<file path="src/rtl/lsu_rv32.sv">
// RV32I load/store unit: one req/ack bus transaction at a time.
// Define LSU_MISALIGN_TRAP_EN to trap misaligned half/word accesses.
module lsu_rv32 #(
   parameter int unsigned TIMEOUT_CYCLES = 255,
   parameter int unsigned CNT_W          = 8
) (
   input  logic        clk,
   input  logic        rst_n,
   input  logic        start,
   input  logic        is_store,
   input  logic [2:0]  funct3,
   input  logic [31:0] addr,
   input  logic [31:0] wdata,
   output logic        busy,
   output logic        done,
   output logic [31:0] rdata_out,
   output logic        err,
   output logic        misalign,
   output logic        mem_req,
   output logic        mem_we,
   output logic [31:0] mem_addr,
   output logic [3:0]  mem_be,
   output logic [31:0] mem_wdata,
   input  logic        mem_ack,
   input  logic        mem_err,
   input  logic [31:0] mem_rdata
);

   typedef enum logic [1:0] {IDLE, BUS, RESP} state_e;

   localparam bit TO_EN = (TIMEOUT_CYCLES != 0);
   localparam logic [CNT_W-1:0] TO_LAST = CNT_W'(TIMEOUT_CYCLES - 1);

   state_e            state_q, state_d;
   logic              st_q, st_d;
   logic [2:0]        f3_q, f3_d;
   logic [31:0]       addr_q, addr_d;
   logic [31:0]       wdata_q, wdata_d;
   logic [31:0]       rdata_q, rdata_d;
   logic              err_q, err_d;
   logic              mis_q, mis_d;
   logic [CNT_W-1:0]  cnt_q, cnt_d;

   logic              illegal;
   logic              misal;
   logic [1:0]        o;
   logic [7:0]        lb;
   logic [15:0]       lh;
   logic [31:0]       ld_val;
   logic [3:0]        be;
   logic [31:0]       st_val;
   logic              in_bus;

   assign illegal = is_store ? (funct3[2] | (funct3[1:0] == 2'b11))
                             : ((funct3 == 3'b011) | (funct3[2:1] == 2'b11));

`ifdef LSU_MISALIGN_TRAP_EN
   assign misal = ((funct3[1:0] == 2'b01) & addr[0]) |
                  ((funct3[1:0] == 2'b10) & (addr[1:0] != 2'b00));
`else
   assign misal = 1'b0;
`endif

   assign o  = addr_q[1:0];
   assign lb = mem_rdata[{o, 3'b000} +: 8];
   assign lh = mem_rdata[{o[1], 4'b0000} +: 16];

   always_comb begin
      ld_val = mem_rdata;
      case (f3_q)
         3'b000:  ld_val = {{24{lb[7]}}, lb};
         3'b001:  ld_val = {{16{lh[15]}}, lh};
         3'b100:  ld_val = {24'd0, lb};
         3'b101:  ld_val = {16'd0, lh};
         default: ld_val = mem_rdata;
      endcase
   end

   // Sub-word stores replicate data across lanes; be selects the live lane.
   always_comb begin
      be     = 4'b1111;
      st_val = wdata_q;
      case (f3_q[1:0])
         2'b00: begin
            be     = 4'b0001 << o;
            st_val = {4{wdata_q[7:0]}};
         end
         2'b01: begin
            be     = 4'b0011 << {o[1], 1'b0};
            st_val = {2{wdata_q[15:0]}};
         end
         default: begin
            be     = 4'b1111;
            st_val = wdata_q;
         end
      endcase
   end

   always_comb begin
      state_d = state_q;
      st_d    = st_q;
      f3_d    = f3_q;
      addr_d  = addr_q;
      wdata_d = wdata_q;
      rdata_d = rdata_q;
      err_d   = err_q;
      mis_d   = mis_q;
      cnt_d   = cnt_q;
      case (state_q)
         IDLE: begin
            if (start) begin
               st_d    = is_store;
               f3_d    = funct3;
               addr_d  = addr;
               wdata_d = wdata;
               err_d   = 1'b0;
               mis_d   = 1'b0;
               cnt_d   = '0;
               if (illegal || misal) begin
                  state_d = RESP;
                  err_d   = 1'b1;
                  mis_d   = misal & ~illegal;
               end else begin
                  state_d = BUS;
               end
            end
         end
         BUS: begin
            cnt_d = cnt_q + CNT_W'(1);
            if (mem_err) begin
               state_d = RESP;
               err_d   = 1'b1;
            end else if (mem_ack) begin
               state_d = RESP;
               if (!st_q) rdata_d = ld_val;
            end else if (TO_EN && (cnt_q == TO_LAST)) begin
               state_d = RESP;
               err_d   = 1'b1;
            end
         end
         RESP: state_d = IDLE;
         default: state_d = IDLE;
      endcase
   end

   always_ff @(posedge clk or negedge rst_n) begin
      if (!rst_n) begin
         state_q <= IDLE;
         st_q    <= 1'b0;
         f3_q    <= 3'b000;
         addr_q  <= '0;
         wdata_q <= '0;
         rdata_q <= '0;
         err_q   <= 1'b0;
         mis_q   <= 1'b0;
         cnt_q   <= '0;
      end else begin
         state_q <= state_d;
         st_q    <= st_d;
         f3_q    <= f3_d;
         addr_q  <= addr_d;
         wdata_q <= wdata_d;
         rdata_q <= rdata_d;
         err_q   <= err_d;
         mis_q   <= mis_d;
         cnt_q   <= cnt_d;
      end
   end

   assign in_bus    = (state_q == BUS);
   assign busy      = (state_q != IDLE);
   assign done      = (state_q == RESP);
   assign rdata_out = rdata_q;
   assign err       = err_q;
   assign misalign  = mis_q;
   assign mem_req   = in_bus;
   assign mem_we    = in_bus & st_q;
   assign mem_addr  = in_bus ? {addr_q[31:2], 2'b00} : 32'd0;
   assign mem_be    = (in_bus & st_q) ? be : 4'b0000;
   assign mem_wdata = (in_bus & st_q) ? st_val : 32'd0;

endmodule

</file>
<file path="config.mk">
export PLATFORM = sky130hd
export DESIGN_NAME = lsu_rv32
export DESIGN_NICKNAME = d
export VERILOG_FILES = /design/src/rtl/lsu_rv32.sv
export SDC_FILE = /design/constraint.sdc
export NUM_CORES = 1
export LEC_CHECK = 0
export CAP_MARGIN = 20
export CORE_AREA = 2 2 107 120
export DETAILED_ROUTE_END_ITERATION = 12
export DIE_AREA = 0 0 109 122
export PLACE_DENSITY = 0.85
export SETUP_SLACK_MARGIN = 0.1
export SYNTH_ARGS = -nofsm -noshare
export SYNTH_HDL_FRONTEND = slang
export SYNTH_SLANG_ARGS = --single-unit
export TNS_END_PERCENT = 10
</file>
<file path="constraint.sdc">
create_clock -name clk -period 4.5 [get_ports clk]
set_clock_uncertainty 0.05 [all_clocks]
set_input_delay 0.675 -clock clk [delete_from_list [all_inputs] [get_ports clk]]
set_output_delay 0.675 -clock clk [all_outputs]
set_load 0.005 [all_outputs]
</file>
# After elaboration in Yosys (flattened, before gate mapping)
# Cells that the tools add are included.
[op_classes] shifts=4 bitwise_logic=5 addsub=1 mul=0 eq_ne=14 n_mux=21 n_lt_le_gt_ge=0 n_div=0 n_reduce_logical=10
[op_table] operator="one-hot mux 32 bit (4 select lines)" count=1
[op_table] operator="two-way mux 32 bit" count=2
[op_table] operator="one-hot mux 32 bit (2 select lines)" count=1
[op_table] operator="variable part select 32 x 6 -> 16 bit" count=1
[op_table] operator="variable part select 32 x 6 -> 8 bit" count=1
[op_table] operator="one-hot mux 8 bit (2 select lines)" count=1
[op_table] operator="two-way mux 2 bit" count=5
[op_table] operator="adder 8 x 1 -> 8 bit (second input constant)" count=1
[op_table] operator="== test 8 bit (second input constant)" count=1
[op_table] operator="two-way mux 8 bit" count=1
[op_table] operator="one-hot mux 4 bit (2 select lines)" count=1
[op_table] operator="AND reduction 4 bit" count=2
[op_table] operator="== test 2 bit (second input constant)" count=3
[op_table] operator="== test 3 bit (second input constant)" count=2
[op_table] operator="two-way mux 1 bit" count=6
[op_table] operator="AND reduction 2 bit" count=3
[op_table] operator="== test 2 x 1 -> 1 bit (second input constant)" count=2
[op_table] operator="logical NOT 2 bit" count=2
[op_table] operator="two-way mux 4 bit" count=1
[op_table] operator="inequality test 4 x 3 -> 1 bit (second input constant)" count=1
[op_table] operator="one-hot mux 2 bit (2 select lines)" count=1
[op_table] operator="nonzero test 2 bit" count=2
[op_table] operator="<< shifter 1 x 2 -> 4 bit (first input constant)" count=1
[op_table] operator="<< shifter 2 x 2 -> 4 bit (first input constant)" count=1
[op_table] operator="other kinds (10)" count=12
[word_totals] mem_count=0 latch_bits=0 romBits=0 ram_bits=0 output_inout_bits=106 elab_cells=63 reg_bits=111

# Depth between registers and ports, before layout
# Gate-level depths: netlist of the first run.
[depth] depth_word=6 ltp_mapped=7

# Worst setup path after synthesis of the first run
# No wires, ideal clock.
[synth_path] path_kind="flip-flop to output port" from="register state_q[1]" to="output mem_wdata[22]" setup_slack_ps=2494 required_time_ps=3775 t_arrival_ps=1281 path_stages_with_launch=8 path_cell_list="dfrtp_1 nand2b_1 buf_2 inv_2 nand2_1 buf_2 buf_2 nor2_1"
[synth_via] elab_chain_cells=3
[synth_rtl] element="start, declared" line="34" text="state_e state_q, state_d;"
[synth_rtl] element="start signal, assigned" line="158" text="state_q <= state_d;"
[synth_rtl] element="== test 2 x 1 -> 1 bit" line="170" text="assign in_bus = (state_q == BUS);"
[synth_rtl] element="AND 1 bit" line="180" text="assign mem_wdata = (in_bus & st_q) ? st_val : 32'd0;"
[synth_rtl] element="two-way mux 32 bit" line="180"
[synth_rtl] element="end, declared" line="23" text="output logic [31:0] mem_wdata,"
# No other way between the ends.

# Worst setup path after layout of the first run
[layout_path] from="register f3_q[0]" to="output mem_be[0]"
[layout_via] elab_chain_cells=3
[layout_rtl] element="start, declared" line="36" text="logic [2:0] f3_q, f3_d;"
[layout_rtl] element="start signal, assigned" line="150" text="f3_q <= 3'b000;"
[layout_rtl] element="start signal, assigned" line="160" text="f3_q <= f3_d;"
[layout_rtl] element="== test 2 x 1 -> 1 bit / logical NOT 2 bit (equally long branches)" line="83" text="case (f3_q[1:0])"
[layout_rtl] element="one-hot mux 4 bit (2 select lines) *" line="83"
[layout_rtl] element="two-way mux 4 bit *" line="179" text="assign mem_be = (in_bus & st_q) ? be : 4'b0000;"
[layout_rtl] element="end, declared" line="22" text="output logic [3:0] mem_be,"
# Mark *: on every way between the ends. The rest lies on a longest branch, timed or not.

==> results of run 1 <==
-- power groups by stage --
stage	sequential, mW	combinational [mW]	clock (mW)
after global placement	1.58	1.34	0
after CTS	1.57	1.38	0.912
after floorplan	1.50	0.762	0
after detailed placement	1.59	1.36	0
final	1.57	1.37	0.903
after global routing	1.62	1.52	0.956
-- routing by layer --
metal,global-route usage [%],vias to the layer above
met5,0,-
met4,10.3,2
met3,7.17,39
met2,43.7,210
met1,32.0,2523
li1,-,2617
-- registers in the layout (all words and copies together) (netlist names) --
| signal | cells |
|---|---|
| wdata_q | 32 |
| f3_q | 3 |
| state_q | 2 |
| rdata_out | 32 |
| cnt_q | 8 |
| addr_q | 32 |
| err | 1 |
| st_q | 1 |
-- cells by family after synthesis --
logic type	Yosys count
adder cells (fa/ha/maj)	2
XOR/XNOR	1
buffers and inverters	64
flip-flops	111
other	1
AO/OA/AOI/OAI	106
multiplexers	28
AND/OR/NAND/NOR	382
-- placed cells by master (no fill, tap or decap), types with 8 or more instances in the layout --
cell	instances
clkbuf_16	9
clkdlybuf4s50_1	206
nor2_1	67
a221oi_1	8
a21oi_1	28
and3_1	9
mux2i_1	20
a21o_1	9
and2_1	30
inv_1	12
nand2_1	250
a31oi_2	8
dfrtp_1	110
o21ai_0	17
-- worst min path at each step --
stage / start / endpoint / slack [ps] / depth (start not counted)
4_1_cts: addr_q[31]$_DFFE_PN0P_ / addr_q[31]$_DFFE_PN0P_ / 420 / 2
2_1_floorplan: rst_n / addr_q[0]$_DFFE_PN0P_ / 330 / 0
3_5_place_dp: addr_q[13]$_DFFE_PN0P_ / addr_q[13]$_DFFE_PN0P_ / 400 / 2
5_1_grt: rst_n / rdata_out[23]$_DFFE_PN0P_ / 440 / 1
6_report: rst_n / rdata_out[23]$_DFFE_PN0P_ / 390 / 1
3_3_place_gp: addr_q[12]$_DFFE_PN0P_ / addr_q[12]$_DFFE_PN0P_ / 400 / 2
-- through the flow --
stage | utilization [%] | hold slack (ps) | std cells | area, sq um
5_1_grt | 67.1 | 442 | 1032 | 8200
3_3_place_gp | 64.3 | 399 | 1017 | 7850
3_5_place_dp | 64.3 | 404 | 1017 | 7850
4_1_cts | 67.0 | 422 | 1031 | 8180
6_report | 67.1 | 395 | 1032 | 8200
2_1_floorplan | - | 329 | 697 | 5820
-- critical path: stages (launching register included) --
cell	delay, ps
dfrtp_1	1010
nand2b_1	490
a21oi_1	200
nor2_1	130
clkdlybuf4s50_1	520
-- final cells by class --
| class | instances | area, sq um | share of cell area [%] |
|---|---|---|---|
| tap | 157 | 196 | 2.40 |
| multi-input combinational | 522 | 2710 | 33.0 |
| sequential | 111 | 2780 | 33.9 |
| timing repair buffer | 214 | 2130 | 26.0 |
| clock buffer | 9 | 225 | 2.75 |
| inverter | 14 | 52.6 | 0.641 |
| clock inverter | 5 | 106 | 1.30 |
==> metrics.cfg, run 1 <==
[worst_setup_path]
startpoint_type = flip-flop
reg2reg_to = rdata_out[18]$_DFFE_PN0P_
critical_path.max_fanout = 27
worstSetupEndpointType = primary output
worstSetupStartpoint = f3_q[0]$_DFFE_PN0P_
r2r_start = f3_q[1]$_DFFE_PN0P_
path_class = flip-flop to primary output
r2r_slack_ps = 1980
required_ps = 3770
crit_arrival_ps = 2710
crit_end = mem_be[0]
ff2ff_path_depth = 5

[timing]
post-route-period-util_pct = 76.3
worstMarginPinSlew_ps = 1010
hold_viol = 0
rsz0062_at_grt = false
fin_tns_setup_ps = 0
fmax_ghz = 0.291
maxSlewHeadroom_pct = 32.9
worst_slack_ps = 1070
drv_slew = 0
fin_crit_ps = 3430
report.final.setup_viol = 0

[clock_network]
postCtsResizedCells = 0
ctsHoldBuffers = 0
insertion_delay_ps = 340
post_cts_buffers = 0
clk_path_buf_depth = 2
cts_tree = yes
htreeDepth = 3
cts_sinks = 111
root_buffer = clkbuf_16
cts_made_buffers = 9
clk_pin_slew_ps = 70

[cells_and_area]
layout-drive-gt1-share_pct = 5.49
syn2layout_area_growth_pct = 41.2
num-nets-final = 979
n_antenna_cell = 0
num-fill-cells = 996

[synth]
synth_edf_count = 0
synth_area_leaders = dfrtp_1, nand2_1, nor2_1, mux2i_1, and2_1
synth_top_area_share_pct = 47.8
yosysMostFrequentCell = nand2_1
synth_compound_area_share_pct = 13.1
yosys_warnings = 0
synth_fa_ha_area_share_pct = 0.431
synth_cell_type_count = 54
synth_ff_type = dfrtp_1
synth-xor-area-share_pct = 0.151
synth_common_cells = nand2_1, dfrtp_1, nor2_1
ys_ff_latch = 111
synth_top_family_by_area = simple AND/OR/NAND/NOR gates
synthMuxAreaShare_pct = 5.19
syn_area_per_cell_sq_um = 8.36
syn_area_sq_mm = 0.00581
synthCells = 695
ys_async_sr_fraction_pct = 100
ys_seq_area_share_pct = 47.8
yosys.area.top_type = dfrtp_1
yosys.area_share.simple_pct = 27.5

[floorplan]
rows = 43
die_height_um = 122
core-area_sq_mm = 0.0122
initial_utilization_pct = 47.6
io_pins = 211
die_x_um = 109
fp.dieArea_sq_mm = 0.0133

[power]
combPwrFrac_pct = 35.6
p_sw_mw = 1.26
p_clk_share_pct = 23.5
peakVddDrop_mv = 0.269
power.share.switching_pct = 32.7
p_leak_nw = 3.79
powerDensity_mw_per_mm2 = 469
power_frac_seq_pct = 40.9
finalPower_mw = 3.85
p_int_mw = 2.59

[routing]
via_per_inst = 5.22
dr_wl_met2_um = 8070
ant_nets = 0
wirelength_met1_um = 6970
first_pass_iters = 5
wl_met3_um = 1330
drt_iter0_drc = 365
num_vias = 5391
wl_per_cell_um = 16.3
route.detailed.drc = 0
top_layer_used = met5
wl_um = 16900

[grt]
grt_util_all_layers_pct = 26.2
first_global_vias = 5433
antenna_found_initial = 1
grt_max_degree = 69
overflow = 0
grt_pass1_wl_um = 27000

[worst_hold_path]
hp-class = primary input to async pin

[place]
preCtsSetupSlack_ps = 1440
port_buffers = 207
gp_congestion = 0.806
dp_hpwl_um = 11900

[run_status]
outcome = finished, final reports clean

[run]
drv.max_cap_violation_count = 0

Note: power is estimated with default switching activity, not from simulation.
==> run 2: changes to the inputs <==
CORE_AREA = 2 2 112 125   (was 2 2 107 120)
DIE_AREA = 0 0 114 127   (was 0 0 109 122)
PLACE_DENSITY = 0.79   (was 0.85)
clock period = 3.5 ns   (was 4.5 ns; I/O delays follow)
==> metrics.cfg, run 2 (synthesized netlist as in run 1, its figures left out) <==
[cells_and_area]
final_cell_mix = nand2_1, clkdlybuf4s50_1, dfrtp_1, nor2_1, and2_1
final_util_pct = 62.7  ; -4.4 points
num-nets-final = 983  ; +0.41%
fin_area_sq_mm = 0.00822  ; +0.24%
syn2layout_area_growth_pct = 41.5
layout-drive-gt1-share_pct = 6.13  ; +0.64 points
final_common_cell = nand2_1
num-fill-cells = 1165  ; +17%
n_antenna_cell = 0  ; unchanged

[clock_network]
postCtsResizedCells = 0  ; unchanged
htreeDepth = 3  ; unchanged
ctsHoldBuffers = 0  ; unchanged
cts_sinks = 111  ; unchanged
clk_pin_slew_ps = 80  ; about the same
cts_tree = yes
post_cts_buffers = 0  ; unchanged
root_buffer = clkbuf_16
clk_path_buf_depth = 2  ; unchanged
cts_made_buffers = 9  ; unchanged
insertion_delay_ps = 370  ; +30 ps

[timing]
report.final.setup_viol = 0  ; unchanged
rsz0062_at_grt = false
post-route-period-util_pct = 84.1
fin_crit_ps = 2940
hold_viol = 0  ; unchanged
maxSlewHeadroom_pct = 38.4  ; +5.6 points
fmax_ghz = 0.340
whs_ps = 145  ; -250 ps
drv_slew = 0  ; unchanged
fin_tns_setup_ps = 0  ; unchanged
worstMarginPinSlew_ps = 924  ; -83.3 ps

[power]
powerDensity_mw_per_mm2 = 595  ; +27%
peakVddDrop_mv = 0.340  ; +26%
p_leak_nw = 3.80  ; +0.35%
finalPower_mw = 4.89  ; +27%

[worst_setup_path]
path_class = flip-flop to primary output
required_ps = 2920  ; -850 ps
r2r_start = f3_q[1]$_DFFE_PN0P_
startpoint_type = flip-flop
reg2reg_to = rdata_out[19]$_DFFE_PN0P_
ff2ff_path_depth = 6  ; +1
crit_arrival_ps = 2370  ; -340 ps
r2r_slack_ps = 1190  ; -790 ps
worstSetupEndpointType = primary output
critical_path.max_fanout = 43  ; +59%

[floorplan]
fp.dieArea_sq_mm = 0.0145  ; +8.9%
die_height_um = 127  ; +4.1%
initial_utilization_pct = 44.3  ; -3.2 points
die_x_um = 114  ; +4.6%
io_pins = 211  ; unchanged
core-area_sq_mm = 0.0131  ; +7.3%
rows = 44  ; +2.3%

[routing]
drt_iter0_drc = 363  ; -0.55%
route.detailed.drc = 0  ; unchanged
wl_per_cell_um = 16.7  ; +1.9%
num_vias = 5447  ; +1.0%
via_per_inst = 5.23  ; about the same
ant_nets = 0  ; unchanged
first_pass_iters = 4  ; -1
wl_um = 17400  ; +2.9%

[grt]
grt_util_all_layers_pct = 24.5  ; -1.7 points
first_global_vias = 5330  ; -1.9%
antenna_found_initial = 0  ; -1
grtUsageMet3_pct = 7.73  ; +0.56 points
overflow = 0  ; unchanged
grt_busiest_layer = met2
grt_pass1_wl_um = 27900  ; +3.4%
grt_use_met1_pct = 31.9  ; -0.042 points
grt_use_met2_pct = 39.0  ; -4.7 points
grt_max_degree = 62  ; -10%

[place]
dp_hpwl_um = 12200  ; +2.7%
gp_congestion = 0.813  ; +0.92%
port_buffers = 207  ; unchanged
post_dp_cell_area_sq_mm = 0.00790  ; +0.70%

[worst_hold_path]
hp-class = primary input to async pin

[run]
drv.max_cap_violation_count = 0  ; unchanged

[run_status]
outcome = finished, final reports clean

-- run 2: cell types whose count changed in the layout (fill, tap and decap cells not counted), sizes merged --
| cell | previous run | this run |
|---|---|---|
| buf | 8 | 12 |
| bufinv | 3 | 1 |
| clkinv | 1 | 3 |
| clkbuf | 9 | 10 |
| inv | 14 | 15 |
-- run 2: where the power goes --
part / internal, mW / switching (mW)
clock network: 0.588 / 0.511
registers: 1.69 / 0.331
logic: 0.956 / 0.818
-- run 2: worst max-delay path by stage --
stage	startpoint	end
5_1_grt	f3_q[0]$_DFFE_PN0P_	mem_be[0]
6_report	f3_q[1]$_DFFE_PN0P_	mem_be[2]
4_1_cts	f3_q[0]$_DFFE_PN0P_	mem_be[2]
3_3_place_gp	f3_q[0]$_DFFE_PN0P_	mem_be[2]
3_5_place_dp	f3_q[0]$_DFFE_PN0P_	mem_be[2]
2_1_floorplan	state_q[1]$_DFFE_PN0P_	mem_wdata[22]
-- run 2: layout make-up --
class                   count  area [sq um]  share of cell area [%]
clock inverters             6          77.6                   0.944
well taps                 161           201                    2.45
multi-input cells         522          2710                    32.9
inverters                  14          52.6                   0.639
repair buffers            218          2160                    26.3
flip-flops and latches    111          2780                    33.8
clock buffers              10           239                    2.91
-- run 2: critical path, stage by stage, from the launching register on --
cell,delay (ps)
dfrtp_2,680
buf_4,530
a21oi_1,90
nor2_1,170
clkdlybuf4s50_1,520
-- run 2: routing by layer --
metal  part of all wire, %  wire, um
met3                   8.4      1450
met2                    47      8080
met1                    43      7500
met5                     0         0
met4                   1.8       319
-- run 2: stage by stage --
stage	worst slack, ps	std cells
2_1_floorplan	1640	697
3_3_place_gp	1000	1026
3_5_place_dp	966	1026
4_1_cts	576	1042
5_1_grt	413	1042
6_report	558	1042
